<file path="src/rtl/text_console_writer.sv">
// rtl/text_console_writer.sv - character-cell console writer driving a glyph memory with cursor control and screen clear
module text_console_writer #(
    parameter int         COLS  = 80,
    parameter int         ROWS  = 60,
    parameter logic [7:0] BLANK = 8'h20
) (
    input  logic        clk,
    input  logic        rst,
    input  logic        char_valid,
    input  logic [7:0]  char_data,
    input  logic [7:0]  char_attr,
    output logic        char_ready,
    input  logic        clear_req,
    output logic        mem_we,
    output logic [15:0] mem_addr,
    output logic [15:0] mem_wd,
    output logic        busy,
    output logic [6:0]  cursor_col,
    output logic [5:0]  cursor_row
);

    typedef enum logic {IDLE, CLEAR} state_t;

    localparam logic [6:0]  LAST_COL = 7'(COLS - 1);
    localparam logic [5:0]  LAST_ROW = 6'(ROWS - 1);
    localparam logic [15:0] COLS16   = 16'(COLS);
    localparam logic [15:0] CELLS    = 16'(COLS * ROWS);

    state_t      state_q, state_d;
    logic [6:0]  col_q, col_d;
    logic [5:0]  row_q, row_d;
    logic [15:0] base_q, base_d;        // row_q * COLS, tracked incrementally
    logic        mem_we_q, mem_we_d;
    logic [15:0] mem_addr_q, mem_addr_d;
    logic [15:0] mem_wd_q, mem_wd_d;
    logic [7:0]  clr_attr_q, clr_attr_d;
    logic [15:0] clr_cnt_q, clr_cnt_d;  // next clear address to issue

    logic        accept;
    logic [15:0] cur_addr;
    logic [5:0]  nl_row;
    logic [15:0] nl_base;

    assign char_ready = (state_q == IDLE) && !clear_req;
    assign accept     = char_valid && char_ready;
    assign cur_addr   = base_q + {9'd0, col_q};

    // Row/base the cursor moves to on a line advance, wrapping to the top without scrolling
    always_comb begin
        nl_row  = row_q + 6'd1;
        nl_base = base_q + COLS16;
        if (row_q == LAST_ROW) begin
            nl_row  = 6'd0;
            nl_base = 16'd0;
        end
    end

    // Next-state, cursor and registered write-port logic
    always_comb begin
        state_d    = state_q;
        col_d      = col_q;
        row_d      = row_q;
        base_d     = base_q;
        mem_we_d   = 1'b0;
        mem_addr_d = mem_addr_q;
        mem_wd_d   = mem_wd_q;
        clr_attr_d = clr_attr_q;
        clr_cnt_d  = clr_cnt_q;
        case (state_q)
            IDLE: begin
                if (clear_req || (accept && char_data == 8'h0C)) begin
                    // First clear write goes out on the entry edge so busy covers every write
                    state_d    = CLEAR;
                    clr_attr_d = char_attr;
                    mem_we_d   = 1'b1;
                    mem_addr_d = 16'd0;
                    mem_wd_d   = {char_attr, BLANK};
                    clr_cnt_d  = 16'd1;
                end else if (accept) begin
                    if (char_data >= 8'h20 && char_data <= 8'h7E) begin
                        mem_we_d   = 1'b1;
                        mem_addr_d = cur_addr;
                        mem_wd_d   = {char_attr, char_data};
                        if (col_q == LAST_COL) begin
                            col_d  = 7'd0;
                            row_d  = nl_row;
                            base_d = nl_base;
                        end else begin
                            col_d = col_q + 7'd1;
                        end
                    end else begin
                        case (char_data)
                            8'h0A: begin
                                col_d  = 7'd0;
                                row_d  = nl_row;
                                base_d = nl_base;
                            end
                            8'h0D: col_d = 7'd0;
                            8'h08: begin
                                // The cell behind the cursor is cur_addr-1 whether or not we wrap rows
                                if (col_q != 7'd0) begin
                                    col_d      = col_q - 7'd1;
                                    mem_we_d   = 1'b1;
                                    mem_addr_d = cur_addr - 16'd1;
                                    mem_wd_d   = {char_attr, BLANK};
                                end else if (row_q != 6'd0) begin
                                    col_d      = LAST_COL;
                                    row_d      = row_q - 6'd1;
                                    base_d     = base_q - COLS16;
                                    mem_we_d   = 1'b1;
                                    mem_addr_d = cur_addr - 16'd1;
                                    mem_wd_d   = {char_attr, BLANK};
                                end
                            end
                            default: ;
                        endcase
                    end
                end
            end
            CLEAR: begin
                if (clr_cnt_q == CELLS) begin
                    state_d = IDLE;
                    col_d   = 7'd0;
                    row_d   = 6'd0;
                    base_d  = 16'd0;
                end else begin
                    mem_we_d   = 1'b1;
                    mem_addr_d = clr_cnt_q;
                    mem_wd_d   = {clr_attr_q, BLANK};
                    clr_cnt_d  = clr_cnt_q + 16'd1;
                end
            end
            default: state_d = IDLE;
        endcase
    end

    // State and output registers with asynchronous reset
    always_ff @(posedge clk or posedge rst) begin
        if (rst) begin
            state_q    <= IDLE;
            col_q      <= 7'd0;
            row_q      <= 6'd0;
            base_q     <= 16'd0;
            mem_we_q   <= 1'b0;
            mem_addr_q <= 16'd0;
            mem_wd_q   <= 16'd0;
            clr_attr_q <= 8'd0;
            clr_cnt_q  <= 16'd0;
        end else begin
            state_q    <= state_d;
            col_q      <= col_d;
            row_q      <= row_d;
            base_q     <= base_d;
            mem_we_q   <= mem_we_d;
            mem_addr_q <= mem_addr_d;
            mem_wd_q   <= mem_wd_d;
            clr_attr_q <= clr_attr_d;
            clr_cnt_q  <= clr_cnt_d;
        end
    end

    assign mem_we     = mem_we_q;
    assign mem_addr   = mem_addr_q;
    assign mem_wd     = mem_wd_q;
    assign busy       = (state_q == CLEAR);
    assign cursor_col = col_q;
    assign cursor_row = row_q;

endmodule
</file>
<file path="config.mk">
export PLATFORM = sky130hd
export DESIGN_NAME = text_console_writer
export DESIGN_NICKNAME = d
export VERILOG_FILES = /design/src/rtl/text_console_writer.sv
export SDC_FILE = /design/constraint.sdc
export NUM_CORES = 1
export LEC_CHECK = 0
export CAP_MARGIN = 20
export CORE_UTILIZATION = 60
export CTS_BUF_LIST = sky130_fd_sc_hd__clkbuf_2 sky130_fd_sc_hd__clkbuf_4 sky130_fd_sc_hd__clkbuf_8
export CTS_CLUSTER_DIAMETER = 50
export CTS_CLUSTER_SIZE = 10
export DETAILED_ROUTE_END_ITERATION = 12
export DONT_BUFFER_PORTS = 1
export GPL_TIMING_DRIVEN = 0
export PLACE_DENSITY = 0.82
export SYNTH_ARGS = -nofsm -noshare
export SYNTH_HDL_FRONTEND = slang
export SYNTH_SLANG_ARGS = --single-unit
</file>
<file path="constraint.sdc">
create_clock -name clk -period 4.2 [get_ports clk]
set_input_delay 0.63 -clock clk [delete_from_list [all_inputs] [get_ports clk]]
set_output_delay 0.63 -clock clk [all_outputs]
set_load 0.005 [all_outputs]
</file>
==> out/metrics.yaml, run 1 <==
pwr:
  p_comb_share_pct: 15.4
  p_int_w: 0.00129
  power_frac_seq_pct: 54.1
  switching_share_pct: 32.2
  power.density_nw_per_um2: 315
  clockPowerShare_pct: 30.6
  switching_power_w: 0.000614
  leakagePower_nw: 2.56
  vdd_drop_max_v: 0.000210
  power.total_w: 0.00190
place:
  placed_area_sq_um: 5850
  port_buffers: 0
  globalplace.congestion: 0.915
  dpl_worst_slack_ps: 834
  hpwl_um: 10700
worst_setup_path:
  cp.arrival_ps: 3770
  critPathLaunch: "cursor_col[0]"
  r2r_start: "cursor_col[0]"
  cpMostUsedCell: "o21ai_0"
  crit_type: "flop to flop"
  start_kind: "flop"
  cp.required_ps: 4510
  worstPathMaxFanout: 9
  path_cells: "ha_1 -> fa_1 -> a211oi_1 -> o21ai_0 -> xor2_1 -> a2111oi_4 -> o21ai_0 -> or4_1 -> nand3_1"
  cpPeakStageDelay_ps: 550
  crit_path_end_kind: "flop"
  crit_path_top_delay_cell: "or4_1"
final_layout:
  final_cell_area_sq_um: 6050
  fillers: 742
  nNetsFinal: 720
  regArea_sq_um: 2180
  drive_above_1_share_pct: 6.70
  areaGrowthSynthToFinish_pct: 6.46
  diodes: 0
  multi_input_area_sq_um: 3250
route:
  wl_um: 14800
  vias: 5284
  postRouteAntennaNets: 0
  viasPerCell: 6.62
  drc: 0
  routedWlPerCell_um: 18.5
  drtIter0Drc: 341
  firstDrtPassIters: 5
clock_tree:
  clkLatencyLatePin_ps: 380
  cts_setup_buffers: 0
  cts.path.max_buffers: 2
  h-tree-depth: 3
  ctsRootBufferMaster: "clkbuf_8"
  numCtsBuffers: 9
  cts_tree: "built"
  clock_sinks: 87
  clk_pin_slew_worst_paths_ps: 100
  post_cts_resized: 0
  hold_buffers: 0
die:
  dieArea_sq_um: 9860
  num_rows: 35
  die_y_um: 99.3
  core_sq_um: 9200
  initial_utilization_pct: 61.8
  die_w_um: 99.3
  io_pins: 68
synth:
  synth_nets: 708
  avgSynthCellArea_sq_um: 8.48
  yosysWarnings: 0
  yosysSeqAreaShare_pct: 38.3
  async_flop_share_pct: 100
  netlist-cell-type-count: 64
  synth_seq_cells: 87
  synthCells: 670
  syn-cell-area_sq_um: 5680
  ys.flop_type: "dfrtp_1"
  synth_edf_count: 0
flow_run:
  max_cap_violations: 0
global_route:
  grt_overflow: 0
  grt_first_pass_wirelength_um: 24500
  first_global_vias: 5108
  grt_use_total_pct: 31.0
  antenna_found_initial: 0
  grt_max_degree: 76
timing:
  slew_viol_final: 0
  fin_crit_ps: 3460
  tightest_slew_ps: 1000
  fin_ws_ps: 737
  hold_viol_final: 0
  fmax_mhz: 289
  setup_viol: 0
  final.period_utilization_pct: 82.4
  skew_ps: 19.2
  relSlewSlack_pct: 32.6
  grt_setup_unrepaired: "false"
  tns_ps: 0
run_status:
  status: "finished, final reports clean"
worst_hold_path:
  min_path_type: "input port to async pin"
cell usage in the layout, fill, tap and decap left out, types with 10 or more instances in the layout:
cell type | synthesis | final
nand2_1 | 71 | 71
xor2_1 | 22 | 22
nand3_1 | 30 | 30
inv_1 | 22 | 21
nor2_1 | 64 | 64
nor3_1 | 14 | 14
mux2i_1 | 10 | 10
clkbuf_1 | 33 | 33
ha_1 | 17 | 17
o21ai_0 | 63 | 63
a21oi_1 | 41 | 41
or3_1 | 11 | 11
xnor2_1 | 13 | 13
dfrtp_1 | 87 | 87
and2_1 | 11 | 11
nand4_1 | 12 | 12
nor4_1 | 13 | 13
synth_stat cells (3+ instances only):
master | count | area, sq um
ha_1 | 17 | 213
o41ai_1 | 3 | 26.3
o21ai_0 | 63 | 315
and2_1 | 11 | 68.8
o31ai_1 | 8 | 60.1
nor2_1 | 64 | 240
o21bai_1 | 3 | 22.5
nor3_1 | 14 | 70.1
xor2_1 | 22 | 193
xnor2_1 | 13 | 114
nand2_1 | 71 | 267
or4_1 | 4 | 30.0
a21o_1 | 3 | 22.5
a21oi_1 | 41 | 205
a221oi_1 | 9 | 78.8
a22oi_1 | 9 | 67.6
dfrtp_1 | 87 | 2180
o211ai_1 | 6 | 45.0
inv_1 | 22 | 82.6
a31oi_1 | 6 | 37.5
mux2i_1 | 10 | 100
o22ai_1 | 4 | 25.0
or3_1 | 11 | 68.8
nand4_1 | 12 | 75.1
clkbuf_1 | 33 | 124
a211oi_1 | 4 | 30.0
buf_2 | 7 | 35.0
o21a_1 | 3 | 22.5
and4_1 | 3 | 26.3
and3_1 | 3 | 18.8
nor4_1 | 13 | 81.3
nand2b_1 | 6 | 37.5
o2111ai_1 | 5 | 43.8
mux2_2 | 9 | 101
nor4b_1 | 3 | 26.3
nand3_1 | 30 | 150
area by class of cell:
type / count / area share, %
Multi-Input combinational cell: 518 / 53.7
Sequential cell: 87 / 36.0
Buffer: 42 / 2.75
Tap cell: 111 / 2.30
Clock buffer: 9 / 2.05
Inverter: 23 / 1.47
Clock inverter: 7 / 1.22
Timing Repair Buffer: 1 / 0.455
power groups by stage:
stage	clock [W]	sequential [W]	combinational, W
2_1_floorplan	0	0.00102	0.000234
3_3_place_gp	0	0.00104	0.000270
3_5_place_dp	0	0.00104	0.000289
4_1_cts	0.000588	0.00103	0.000291
5_1_grt	0.000623	0.00104	0.000329
6_report	0.000582	0.00103	0.000292
stage by stage:
stage	util, %	std cells	hold WS (ps)
final	65.7	798	34.8
after CTS	65.7	798	33.3
after global placement	63.3	781	477
after detailed placement	63.6	782	437
after floorplan	-	670	458
after global routing	65.7	798	36.3
worst paths after layout:
path                       slack (ps)            to  cells past startpoint
hold reg to reg                   500     base_q[3]                      1
setup reg to reg                  740  mem_addr[13]                      9
setup / recovery                  740  mem_addr[13]                      9
min in group clk                  340     mem_wd[6]                      1
hold / removal                     30     mem_wd[0]                      1
max in group asynchronous        3560    mem_wd[13]                      2
cell families (layout without fill, tap and decap cells):
group	count (synthesis)	in the layout	share of synthesized area (%)
adders and majority gates	18	18	4.10
xor gates and xnor gates	36	36	5.79
muxes	19	19	3.55
AOI/OAI and AO/OA	187	187	21.3
buffers and inverters	65	82	4.45
and+or+nand+nor	258	258	22.5
DFF	87	87	38.3
critical path, delay by kind of cell (launching register included):
kind | cells | cell delay [ps]
AOI/OAI and AO/OA | 4 | 1280
DFF | 1 | 520
adders and majority gates | 2 | 740
and+or+nand+nor | 2 | 640
xor gates and xnor gates | 1 | 230
per-layer routing:
| layer | routed length (um) | up-vias | global-route usage (%) |
|---|---|---|---|
| met5 | 0 | - | 0 |
| met4 | 343 | 0 | 13.6 |
| met3 | 1050 | 33 | 6.25 |
| met2 | 7110 | 234 | 51.1 |
| met1 | 6300 | 2548 | 39.7 |
| li1 | - | 2469 | - |
registers in the layout, summed over array words and instances, names as in the netlist, 6 cells and up:
register    count
clr_cnt_q      16
cursor_col      7
mem_wd         16
clr_attr_q      8
base_q         16
cursor_row      6
mem_addr       16
No activity file was read; power rests on OpenSTA's default activity.
==> run 2: changes to the inputs <==
- clock period: 4.2 -> 3.6 ns (I/O delays scaled with it)
==> out/metrics.yaml, run 2 (synthesized netlist as in run 1, its figures left out) <==
global_route:
  first_global_vias: 5108  # unchanged
  grt_use_total_pct: 31.0  # unchanged
  grt_first_pass_wirelength_um: 24500  # unchanged
  antenna_found_initial: 0  # unchanged
  grt_overflow: 0  # unchanged
  grt_max_degree: 76  # unchanged
worst_setup_path:
  crit_path_top_delay_cell: "or4_1"  # unchanged
  start_kind: "flop"  # unchanged
  worstPathMaxFanout: 9  # unchanged
  cpMostUsedCell: "o21ai_0"  # unchanged
  crit_path_end_kind: "flop"  # unchanged
  cp.arrival_ps: 3600  # was 3770 ps
  path_cells: "ha_1 -> fa_1 -> a211oi_2 -> o21ai_0 -> xor2_1 -> a2111oi_4 -> o21ai_0 -> or4_1 -> nand3_1"  # was ha_1 -> fa_1 -> a211oi_1 -> o21ai_0 -> xor2_1 -> a2111oi_4 -> o21ai_0 -> or4_1 -> nand3_1
  crit_type: "flop to flop"  # unchanged
  cpPeakStageDelay_ps: 550  # about the same
  cp.required_ps: 3910  # was 4510 ps
die:
  core_sq_um: 9200  # unchanged
  initial_utilization_pct: 61.8  # unchanged
  dieArea_sq_um: 9860  # unchanged
  num_rows: 35  # unchanged
  die_w_um: 99.3  # unchanged
  die_y_um: 99.3  # unchanged
  io_pins: 68  # unchanged
timing:
  relSlewSlack_pct: 32.9  # was 32.6%
  slew_viol_final: 0  # unchanged
  tns_ps: 0  # unchanged
  fin_ws_ps: 314  # was 737 ps
  hold_viol_final: 0  # unchanged
  final.period_utilization_pct: 91.3  # was 82.4%
  fmax_mhz: 304  # was 289 MHz
  whs_ps: 250  # was 34.8 ps
  fin_crit_ps: 3290  # was 3460 ps
  skew_ps: 16.5  # was 19.2 ps
  grt_setup_unrepaired: "false"  # unchanged
  setup_viol: 0  # unchanged
  tightest_slew_ps: 997  # was 1000 ps
clock_tree:
  clkLatencyLatePin_ps: 380  # about the same
  clock_sinks: 87  # unchanged
  clk_pin_slew_worst_paths_ps: 100  # about the same
  cts.path.max_buffers: 2  # unchanged
  cts_tree: "built"  # unchanged
  numCtsBuffers: 9  # unchanged
  h-tree-depth: 3  # unchanged
  ctsRootBufferMaster: "clkbuf_8"  # unchanged
final_layout:
  final_common_cell: "dfrtp_1"  # unchanged
  most-common-layout-cells: "87 x dfrtp_1, 71 x nand2_1, 64 x nor2_1, 63 x o21ai_0, 41 x a21oi_1"  # unchanged
  diodes: 0  # unchanged
  post-route-util_pct: 65.9  # was 65.7%
  nNetsFinal: 721  # was 720
  drive_above_1_share_pct: 6.83  # was 6.70%
  areaGrowthSynthToFinish_pct: 6.72  # was 6.46%
place:
  port_buffers: 0  # unchanged
  dpl_worst_slack_ps: 234  # was 834 ps
  globalplace.congestion: 0.915  # unchanged
  hpwl_um: 10700  # unchanged
pwr:
  power.density_nw_per_um2: 367  # was 315 nW/um^2
  vdd_drop_max_v: 0.000243  # was 0.000210 V
  leakagePower_nw: 2.56  # about the same
worst_hold_path:
  min_path_type: "input port to flop"  # was input port to async pin
route:
  postRouteAntennaNets: 0  # unchanged
  wl_um: 14900  # was 14800 um
  routedWlPerCell_um: 18.7  # was 18.5 um
  viasPerCell: 6.59  # was 6.62
  drc: 0  # unchanged
  vias: 5265  # was 5284
  firstDrtPassIters: 5  # unchanged
  drtIter0Drc: 377  # was 341
flow_run:
  max_cap_violations: 0  # unchanged
run_status:
  status: "finished, final reports clean"  # unchanged
[run 2: critical path: cells and delay by family, from the launching register on]
kind                     cells  cell delay, ps
flip-flops                   1             520
AO/OA/AOI/OAI                4            1090
adder cells (fa/ha/maj)      2             740
AND/OR/NAND/NOR              2             640
XOR/XNOR                     1             220
[run 2: layout make-up]
class / count / area [sq um]
Timing Repair Buffer: 2 / 37.5
Clock buffer: 9 / 124
Fill cell: 741 / 3140
Multi-Input combinational cell: 518 / 3250
Clock inverter: 7 / 73.8
Tap cell: 111 / 139
Buffer: 42 / 166
Inverter: 23 / 88.8
Sequential cell: 87 / 2180
[run 2: repair_timing]
action / in CTS / in global routing
gates resized for setup: 0 / 1
buffers inserted: 0 / 0
endpoints found under the setup margin: 0 / 4
endpoints found under the hold margin: 12 / 0
hold buffers: 1 / 0
[run 2: where the power goes]
part           internal, W  switching (W)  total [W]
Sequential         0.00108       0.000121    0.00120
Combinational     0.000153       0.000191   0.000344
Clock             0.000272       0.000409   0.000681
[run 2: worst paths after layout]
kind | from | endpoint | slack, ps | cells past startpoint
min | char_data[7] | mem_wd[6] | 250 | 1
max reg2reg | cursor_col[0] | mem_addr[13] | 310 | 9
min in group asynchronous | rst | mem_wd[0] | 550 | 2
max | cursor_col[0] | mem_addr[13] | 310 | 9
min reg2reg | base_q[3] | base_q[3] | 500 | 1
max in group asynchronous | rst | mem_wd[13] | 2440 | 3
[run 2: stage by stage]
step / cells / total power [W] / area (sq um)
floorplan: 670 / 0.00146 / 5680
global route: 799 / 0.00233 / 6060
finish: 799 / 0.00223 / 6060
detailed placement: 782 / 0.00156 / 5850
CTS: 799 / 0.00222 / 6060
global placement: 781 / 0.00153 / 5820
[run 2: layer usage]
layer	share of wire, %	up-vias	wire [um]	GRT usage (%)
met2	47	215	7080	51.1
li1	-	2466	-	-
met1	44	2553	6530	39.7
met4	2.5	0	370	13.6
met5	0	-	0	0
met3	6.2	31	929	6.25
